## config.mk

```make
export PLATFORM = sky130hd
export DESIGN_NAME = mole_game_fsm_flat
export DESIGN_NICKNAME = d
export VERILOG_FILES = /design/src/rtl/mole_game_pkg.sv /design/src/rtl/mole_game_fsm_if.sv /design/src/rtl/ms_countdown.sv /design/src/rtl/mole_game_fsm.sv /design/src/flat_wrapper.sv
export SDC_FILE = /design/constraint.sdc
export NUM_CORES = 1
export LEC_CHECK = 0
export BUFFER_PORTS_ARGS = -buffer_cell sky130_fd_sc_hd__buf_2
export CORE_MARGIN = 4
export CORE_UTILIZATION = 45
export CTS_CLUSTER_DIAMETER = 200
export CTS_CLUSTER_SIZE = 10
export DETAILED_ROUTE_END_ITERATION = 10
export GPL_TIMING_DRIVEN = 0
export PLACE_DENSITY = 0.7
export SYNTH_ARGS = -nofsm -noshare
export SYNTH_HDL_FRONTEND = slang
export SYNTH_SLANG_ARGS = --single-unit
```

## constraint.sdc

```tcl
create_clock -name clk -period 4.23 [get_ports clk]
set_clock_uncertainty 0.05 [all_clocks]
set_input_delay 0.423 -clock clk [delete_from_list [all_inputs] [get_ports clk]]
set_output_delay 0.423 -clock clk [all_outputs]
set_load 0.02 [all_outputs]
```

## src/rtl/mole_game_pkg.sv

```systemverilog
// mole_game_pkg: state encoding, timing constants and lit-time helper for the mole game controller
package mole_game_pkg;
  typedef enum logic [2:0] {IDLE, SPAWN, UP, GAP, DONE} state_t;
  localparam int MS_PER_S = 1000;
  localparam int MAX_RETRY = 8;
  localparam int LEVEL_MAX = 15;
  function automatic logic [15:0] up_ms_f(input logic [3:0] lvl, input int start_ms, input int min_ms, input int step_ms);
    int t;
    t = start_ms - int'(lvl) * step_ms;
    return 16'(t < min_ms ? min_ms : t);
  endfunction
endpackage

```

## src/rtl/mole_game_fsm_if.sv

```systemverilog
// mole_game_fsm_if: control/status bundle between the mole game controller and its environment
interface mole_game_fsm_if #(parameter int N_MOLES = 10);
  logic start, tick_ms;
  logic [4:0] rand_idx;
  logic [N_MOLES-1:0] btn_edge, mole_onehot;
  logic hit_pulse, miss_pulse;
  logic [3:0] level;
  logic [7:0] time_left_s;
  logic game_active, game_over;
  modport master (
    output start, tick_ms, rand_idx, btn_edge,
    input mole_onehot, hit_pulse, miss_pulse, level, time_left_s, game_active, game_over
  );
  modport slave (
    input start, tick_ms, rand_idx, btn_edge,
    output mole_onehot, hit_pulse, miss_pulse, level, time_left_s, game_active, game_over
  );
endinterface

```

## src/rtl/ms_countdown.sv

```systemverilog
// ms_countdown: loadable millisecond down-counter; zero flags the tick that takes it from 1 to 0
module ms_countdown (
  input  logic        clk,
  input  logic        rst,
  input  logic        load,
  input  logic [15:0] value,
  input  logic        tick,
  output logic        zero
);
  logic [15:0] cnt;
  always_ff @(posedge clk or posedge rst)
    if (rst) cnt <= '0;
    else if (load) cnt <= value;
    else if (tick && cnt != '0) cnt <= cnt - 16'd1;
  assign zero = tick && cnt == 16'd1;
endmodule

```

## src/rtl/mole_game_fsm.sv

```systemverilog
// mole_game_fsm: whack-a-mole round/game controller (spawn, light, judge, game countdown).
// Define MOLE_GAME_PENALTY_EN to score a wrong button press on a lit mole as a miss.
module mole_game_fsm #(
  parameter int N_MOLES        = 10,
  parameter int GAME_SECONDS   = 30,
  parameter int UP_MS_START    = 1000,
  parameter int UP_MS_MIN      = 300,
  parameter int UP_MS_STEP     = 100,
  parameter int HITS_PER_LEVEL = 5,
  parameter int GAP_MS         = 200
) (
  input logic clk,
  input logic rst,
  mole_game_fsm_if.slave bus
);
  import mole_game_pkg::*;
  localparam logic [N_MOLES-1:0] ONE = {{(N_MOLES-1){1'b0}}, 1'b1};
  state_t state;
  logic [4:0] prev_idx, pick;
  logic [3:0] retry;
  logic [7:0] hit_cnt;
  logic [9:0] ms_cnt;
  logic [15:0] up_ms;
  logic sample_ok, take, game_end, hit, penalty, up_zero, gap_zero, leave_up, level_up;
  assign sample_ok = {1'b0, bus.rand_idx} < 6'(N_MOLES) && bus.rand_idx != prev_idx;
  assign take = sample_ok || retry == 4'(MAX_RETRY);
  assign pick = sample_ok ? bus.rand_idx : prev_idx == 5'(N_MOLES - 1) ? 5'd0 : prev_idx + 5'd1;
  // Only the lit mole's bit can match, so this is the correct-button test
  assign hit = |(bus.btn_edge & bus.mole_onehot);
`ifdef MOLE_GAME_PENALTY_EN
  assign penalty = |bus.btn_edge && !hit;
`else
  assign penalty = 1'b0;
`endif
  assign leave_up = hit || up_zero || penalty;
  assign level_up = hit && hit_cnt == 8'(HITS_PER_LEVEL - 1);
  assign game_end = bus.game_active && bus.tick_ms && ms_cnt == 10'(MS_PER_S - 1) && bus.time_left_s == 8'd1;
  assign up_ms = up_ms_f(bus.level, UP_MS_START, UP_MS_MIN, UP_MS_STEP);
  assign bus.game_active = state inside {SPAWN, UP, GAP};
  assign bus.game_over = state == DONE;
  ms_countdown up_timer (
    .clk(clk), .rst(rst), .load(state == SPAWN && take && !game_end), .value(up_ms),
    .tick(bus.tick_ms && state == UP), .zero(up_zero)
  );
  ms_countdown gap_timer (
    .clk(clk), .rst(rst), .load(state == UP && leave_up && !game_end), .value(16'(GAP_MS)),
    .tick(bus.tick_ms && state == GAP), .zero(gap_zero)
  );
  always_ff @(posedge clk or posedge rst)
    if (rst) begin
      state <= IDLE;
      bus.mole_onehot <= '0;
      bus.hit_pulse <= 1'b0;
      bus.miss_pulse <= 1'b0;
      bus.level <= '0;
      bus.time_left_s <= 8'(GAME_SECONDS);
      ms_cnt <= '0;
      prev_idx <= 5'(N_MOLES - 1);
      retry <= '0;
      hit_cnt <= '0;
    end else begin
      bus.hit_pulse <= 1'b0;
      bus.miss_pulse <= 1'b0;
      if (bus.game_active && bus.tick_ms) begin
        ms_cnt <= ms_cnt == 10'(MS_PER_S - 1) ? 10'd0 : ms_cnt + 10'd1;
        if (ms_cnt == 10'(MS_PER_S - 1)) bus.time_left_s <= bus.time_left_s - 8'd1;
      end
      // Game end overrides any verdict on the current mole
      if (game_end) begin
        state <= DONE;
        bus.mole_onehot <= '0;
      end else
        case (state)
          IDLE, DONE: if (bus.start) begin
            state <= SPAWN;
            bus.level <= '0;
            bus.time_left_s <= 8'(GAME_SECONDS);
            ms_cnt <= '0;
            hit_cnt <= '0;
            retry <= '0;
          end
          SPAWN: if (take) begin
            state <= UP;
            bus.mole_onehot <= ONE << pick;
            prev_idx <= pick;
            retry <= '0;
          end else retry <= retry + 4'd1;
          UP: if (leave_up) begin
            state <= GAP;
            bus.mole_onehot <= '0;
            bus.hit_pulse <= hit;
            bus.miss_pulse <= !hit;
            hit_cnt <= !hit ? hit_cnt : level_up ? 8'd0 : hit_cnt + 8'd1;
            if (level_up && bus.level != 4'(LEVEL_MAX)) bus.level <= bus.level + 4'd1;
          end
          GAP: if (gap_zero) state <= SPAWN;
          default: state <= IDLE;
        endcase
    end
endmodule

```

## src/flat_wrapper.sv

```systemverilog
// flat-port wrapper written by rule: the top's interface ports become plain ports
module mole_game_fsm_flat import mole_game_pkg::*;
#(
  parameter int N_MOLES        = 10,
  parameter int GAME_SECONDS   = 30,
  parameter int UP_MS_START    = 1000,
  parameter int UP_MS_MIN      = 300,
  parameter int UP_MS_STEP     = 100,
  parameter int HITS_PER_LEVEL = 5,
  parameter int GAP_MS         = 200
)
  (clk, rst, bus_start, bus_tick_ms, bus_rand_idx, bus_btn_edge, bus_mole_onehot, bus_hit_pulse, bus_miss_pulse, bus_level, bus_time_left_s, bus_game_active, bus_game_over);
  mole_game_fsm_if #(.N_MOLES(N_MOLES)) bus_i ();
  input logic clk;
  input logic rst;
  input wire logic [$bits(bus_i.start)-1:0] bus_start;
  input wire logic [$bits(bus_i.tick_ms)-1:0] bus_tick_ms;
  input wire logic [$bits(bus_i.rand_idx)-1:0] bus_rand_idx;
  input wire logic [$bits(bus_i.btn_edge)-1:0] bus_btn_edge;
  output wire logic [$bits(bus_i.mole_onehot)-1:0] bus_mole_onehot;
  output wire logic [$bits(bus_i.hit_pulse)-1:0] bus_hit_pulse;
  output wire logic [$bits(bus_i.miss_pulse)-1:0] bus_miss_pulse;
  output wire logic [$bits(bus_i.level)-1:0] bus_level;
  output wire logic [$bits(bus_i.time_left_s)-1:0] bus_time_left_s;
  output wire logic [$bits(bus_i.game_active)-1:0] bus_game_active;
  output wire logic [$bits(bus_i.game_over)-1:0] bus_game_over;
  assign bus_i.start = bus_start;
  assign bus_i.tick_ms = bus_tick_ms;
  assign bus_i.rand_idx = bus_rand_idx;
  assign bus_i.btn_edge = bus_btn_edge;
  assign bus_mole_onehot = bus_i.mole_onehot;
  assign bus_hit_pulse = bus_i.hit_pulse;
  assign bus_miss_pulse = bus_i.miss_pulse;
  assign bus_level = bus_i.level;
  assign bus_time_left_s = bus_i.time_left_s;
  assign bus_game_active = bus_i.game_active;
  assign bus_game_over = bus_i.game_over;
  mole_game_fsm #(.N_MOLES(N_MOLES), .GAME_SECONDS(GAME_SECONDS), .UP_MS_START(UP_MS_START), .UP_MS_MIN(UP_MS_MIN), .UP_MS_STEP(UP_MS_STEP), .HITS_PER_LEVEL(HITS_PER_LEVEL), .GAP_MS(GAP_MS)) u_core (.clk(clk), .rst(rst), .bus(bus_i));
endmodule
```

==> metrics.cfg <==
[outcome]
status=complete, no violations

[yosys]
ys_top_cells_by_area=sky130_fd_sc_hd__dfrtp_1 37%, sky130_fd_sc_hd__ha_1 5.8%, sky130_fd_sc_hd__nor2_1 4.7%
synth_warnings=0
distinct_cells_synth=73
synthesis.area_mm2=0.005356
synth_cells=580
synth_enable_flop_cells=0
synth.net_count=624
synth.avg_cell_area_um2=9.235
ys_seq_elements=86
netlist.area_leader.share_pct=37.37
synth_seq_area_share_pct=40.32
most_instantiated_flip_flop_cell_in_the_synthesis_netlist=sky130_fd_sc_hd__dfrtp_1
synth_async_sr_flop_share_pct=100.0
synthDominantAreaCellType=sky130_fd_sc_hd__dfrtp_1

[finish]
n_fill_cell=1043
mostFrequentLayoutCell=sky130_fd_sc_hd__dfrtp_1
multi_input_gate_area_in_the_final_layout_mm2=0.003038
design.final.nets=681
stdcell_count=785
antenna_cells_inserted=0
post_route_cells_drive_above_1_share_pct=16.04
highest_count_cells_in_the_layout_ignoring_fill_and_taps=80 x sky130_fd_sc_hd__dfrtp_1, 67 x sky130_fd_sc_hd__nor2_1, 51 x sky130_fd_sc_hd__buf_2, 47 x sky130_fd_sc_hd__nand2_1, 27 x sky130_fd_sc_hd__xnor2_1
ff_latch_area_mm2=0.002160
area.growth.synth_to_final_pct=13.55
postLayoutCoreUtil_pct=52.81

[drt]
first_iter_violations=253
num_vias=4498
drt-total-wl_mm=12.19
drtPass1Iterations=4
detail-route-antenna-nets=0
drcViolationCount=0
wire_per_inst_um=15.53
via_to_cell_ratio=5.730

[die]
start_util_pct=46.51
placement_rows=39
die_h_um=117.1
core_region_area_mm2=0.01152
die_x_extent_um=117.1
ioPinCount=45
floorplan.die_area_mm2=0.01371

[worst_setup_path]
critPathRequiredTime_ps=4450
worstSetupEndpoint=u_core.up_timer.cnt[5]$_DFFE_PP0P_
worst-setup-path-type=reg2reg
ff2ff_path_depth=10
arr_time_crit_path_ps=3830
r2r-start=u_core.bus.level[2]$_DFFE_PP0P_
crit_path_end_kind=flip-flop
critPathMaxStageDelay_ps=700
cp_num_cells=10
startpoint_types=flip-flop
cp_top_family=compound AO/OA/AOI/OAI gates
cpMaxStageDelayCell=sky130_fd_sc_hd__o31ai_1
crit-reg2reg-capture=u_core.up_timer.cnt[5]$_DFFE_PP0P_
crit_path_cell_trace=inv_1 > ha_1 > xor2_1 > ha_1 > inv_1 > nor4_1 > nand2b_1 > nor2_1 > o31ai_1 > a2bb2oi_1
worst-path-buf-inv=2
crit_fanout=10
reg2reg_setup_slack_ps=620
cp-startpoint=u_core.bus.level[2]$_DFFE_PP0P_

[clocking]
clkLatencyLatePin_ps=350
cts-root-buf=sky130_fd_sc_hd__clkbuf_16
h-tree-depth=3
clock_net_sink_count=86
number_of_buffers_created_by_cts=9
clk_pin_slew_ps=60
tritoncts_clock_tree=built
max-clock-path-buffers=2
cts.repair_timing.setup_buffer_count=0

[timing]
hold-worst-slack_ps=288.3
timing_max_transition_violations_final=0
final-setup-viol-count=0
timing_hold_violations_final=0
grt_setup_unrepaired=false
timing.final.crit_period_ps=3611
max_freq_ghz=0.2770
fin_crit_sh_pct=85.36
slew-limit-headroom_pct=44.22
tightest_slew_ps=834.9
final_tns_setup_ps=0

[power_and_ir_drop]
clockPowerShare_pct=22.8
ir_drop_mv=0.2546
switching_power_w=0.001319
sequential_share_of_power_pct=39.5
internal-power_w=0.002005
static-leakage-power_nw=2.707
power_total_w=0.003324
power.share.combinational_pct=37.7
switching_share_pct=39.68
power-per-cell-area_mw_per_mm2=546.6

[grt]
grt_pass1_wl_mm=20.41
grt_pass1_vias=4308
all_layer_global_routing_usage_pct=18.72
grt_remaining_overflow=0
grt_start_max_net_pins=65
antenna_found_initial=0

[placed_design]
io_buffer_count=44
dp_hpwl_mm=9.012
routabilityCongestion=0.8517
cell_count_after_placement=768

[flow_run]
maxCapViolations=0

[min_path]
hold_path_class=in2reg

## flip-flops by register name (all words and copies together), names as in the netlist
register,flops
u_core.hit_cnt,8
u_core.state,3
u_core.ms_cnt,10
u_core.bus.mole_onehot,10
u_core.prev_idx,5
u_core.bus.hit_pulse,1
u_core.bus.level,4
u_core.bus.time_left_s,8
u_core.retry,4
u_core.gap_timer.cnt,16
u_core.up_timer.cnt,16
u_core.bus.miss_pulse,1
## worst reg2reg max path: stages (launching register included)
cell	delay, ps
sky130_fd_sc_hd__dfrtp_1	530
sky130_fd_sc_hd__inv_1	170
sky130_fd_sc_hd__ha_1	380
sky130_fd_sc_hd__xor2_1	190
sky130_fd_sc_hd__ha_1	390
sky130_fd_sc_hd__inv_1	90
sky130_fd_sc_hd__nor4_1	560
sky130_fd_sc_hd__nand2b_1	200
sky130_fd_sc_hd__nor2_1	60
sky130_fd_sc_hd__o31ai_1	700
sky130_fd_sc_hd__a2bb2oi_1	230
## cell families (layout without fill, tap and decap cells)
logic type | count (synthesis) | after routing | share of synthesized area, %
AND/OR/NAND/NOR | 253 | 253 | 25.18
flip-flops | 86 | 86 | 40.32
XOR/XNOR | 51 | 51 | 8.339
buffers and inverters | 39 | 101 | 2.966
adder cells (fa/ha/maj) | 25 | 25 | 5.840
AO/OA/AOI/OAI | 123 | 123 | 16.75
multiplexers | 3 | 3 | 0.6073
## timing repair
action | 4_1_cts | 5_1_grt
endpoints found under the hold margin | 22 | 0
hold buffers | 1 | 0
endpoints found under the setup margin | 0 | 0
gates resized for setup | 0 | 0
## stage by stage
| step | cell area [um2] | setup slack [ps] |
|---|---|---|
| finish | 6082 | 619.4 |
| global route | 6082 | 352.9 |
| CTS | 6082 | 657.6 |
| detailed placement | 5786 | 681.8 |
| global placement | 5756 | 547.7 |
| floorplan | 5356 | 1086 |
## worst min path at each step
stage	start	end	slack, ps	depth (start not counted)
6_report	bus_start	u_core.state[2]$_DFFE_PP0P_	290	2
2_1_floorplan	u_core.retry[3]$_DFFE_PP0P_	u_core.retry[3]$_DFFE_PP0P_	400	1
5_1_grt	bus_start	u_core.state[2]$_DFFE_PP0P_	310	2
3_3_place_gp	u_core.retry[3]$_DFFE_PP0P_	u_core.retry[3]$_DFFE_PP0P_	420	1
3_5_place_dp	rst	u_core.gap_timer.cnt[14]$_DFFE_PP0P_	360	2
4_1_cts	bus_start	u_core.state[2]$_DFFE_PP0P_	280	2
## routing by layer
layer	wire length (um)	track usage, %	up-vias
met3	457	3.445	12
li1	-	-	2235
met5	0	0	-
met1	5622	24.18	2172
met4	157	5.887	0
met2	5956	31.93	79
## power by group through the flow
| stage | logic (W) | clock network (W) | registers, W |
|---|---|---|---|
| floorplan | 0.000899 | 0 | 0.00133 |
| global placement | 0.00119 | 0 | 0.00130 |
| detailed placement | 0.00124 | 0 | 0.00132 |
| CTS | 0.00125 | 0.000771 | 0.00131 |
| global route | 0.00140 | 0.000811 | 0.00135 |
| finish | 0.00125 | 0.000758 | 0.00131 |
## cell type report
class,instances,share of cell area [%]
multi-input cells,455,49.95
flip-flops and latches,86,35.51
repair buffers,46,4.238
clock buffers,10,3.929
well taps,143,2.942
inverters,23,1.461
plain buffers,16,1.193
clock inverters,6,0.7817
## synthesized netlist by cell type, types with 7 or more instances
| master | instances |
|---|---|
| sky130_fd_sc_hd__inv_1 | 23 |
| sky130_fd_sc_hd__nand2_1 | 47 |
| sky130_fd_sc_hd__nor2_1 | 67 |
| sky130_fd_sc_hd__nand3_1 | 25 |
| sky130_fd_sc_hd__and3_1 | 11 |
| sky130_fd_sc_hd__nand4_1 | 9 |
| sky130_fd_sc_hd__buf_2 | 7 |
| sky130_fd_sc_hd__dfrtp_1 | 80 |
| sky130_fd_sc_hd__o21ai_0 | 26 |
| sky130_fd_sc_hd__xor2_1 | 24 |
| sky130_fd_sc_hd__nor3_1 | 23 |
| sky130_fd_sc_hd__a22o_1 | 13 |
| sky130_fd_sc_hd__nor4_1 | 11 |
| sky130_fd_sc_hd__nand3b_1 | 7 |
| sky130_fd_sc_hd__a21o_1 | 7 |
| sky130_fd_sc_hd__ha_1 | 25 |
| sky130_fd_sc_hd__xnor2_1 | 27 |
| sky130_fd_sc_hd__a21oi_1 | 14 |
| sky130_fd_sc_hd__nor2b_1 | 7 |
(Power assumes the default switching activity.)
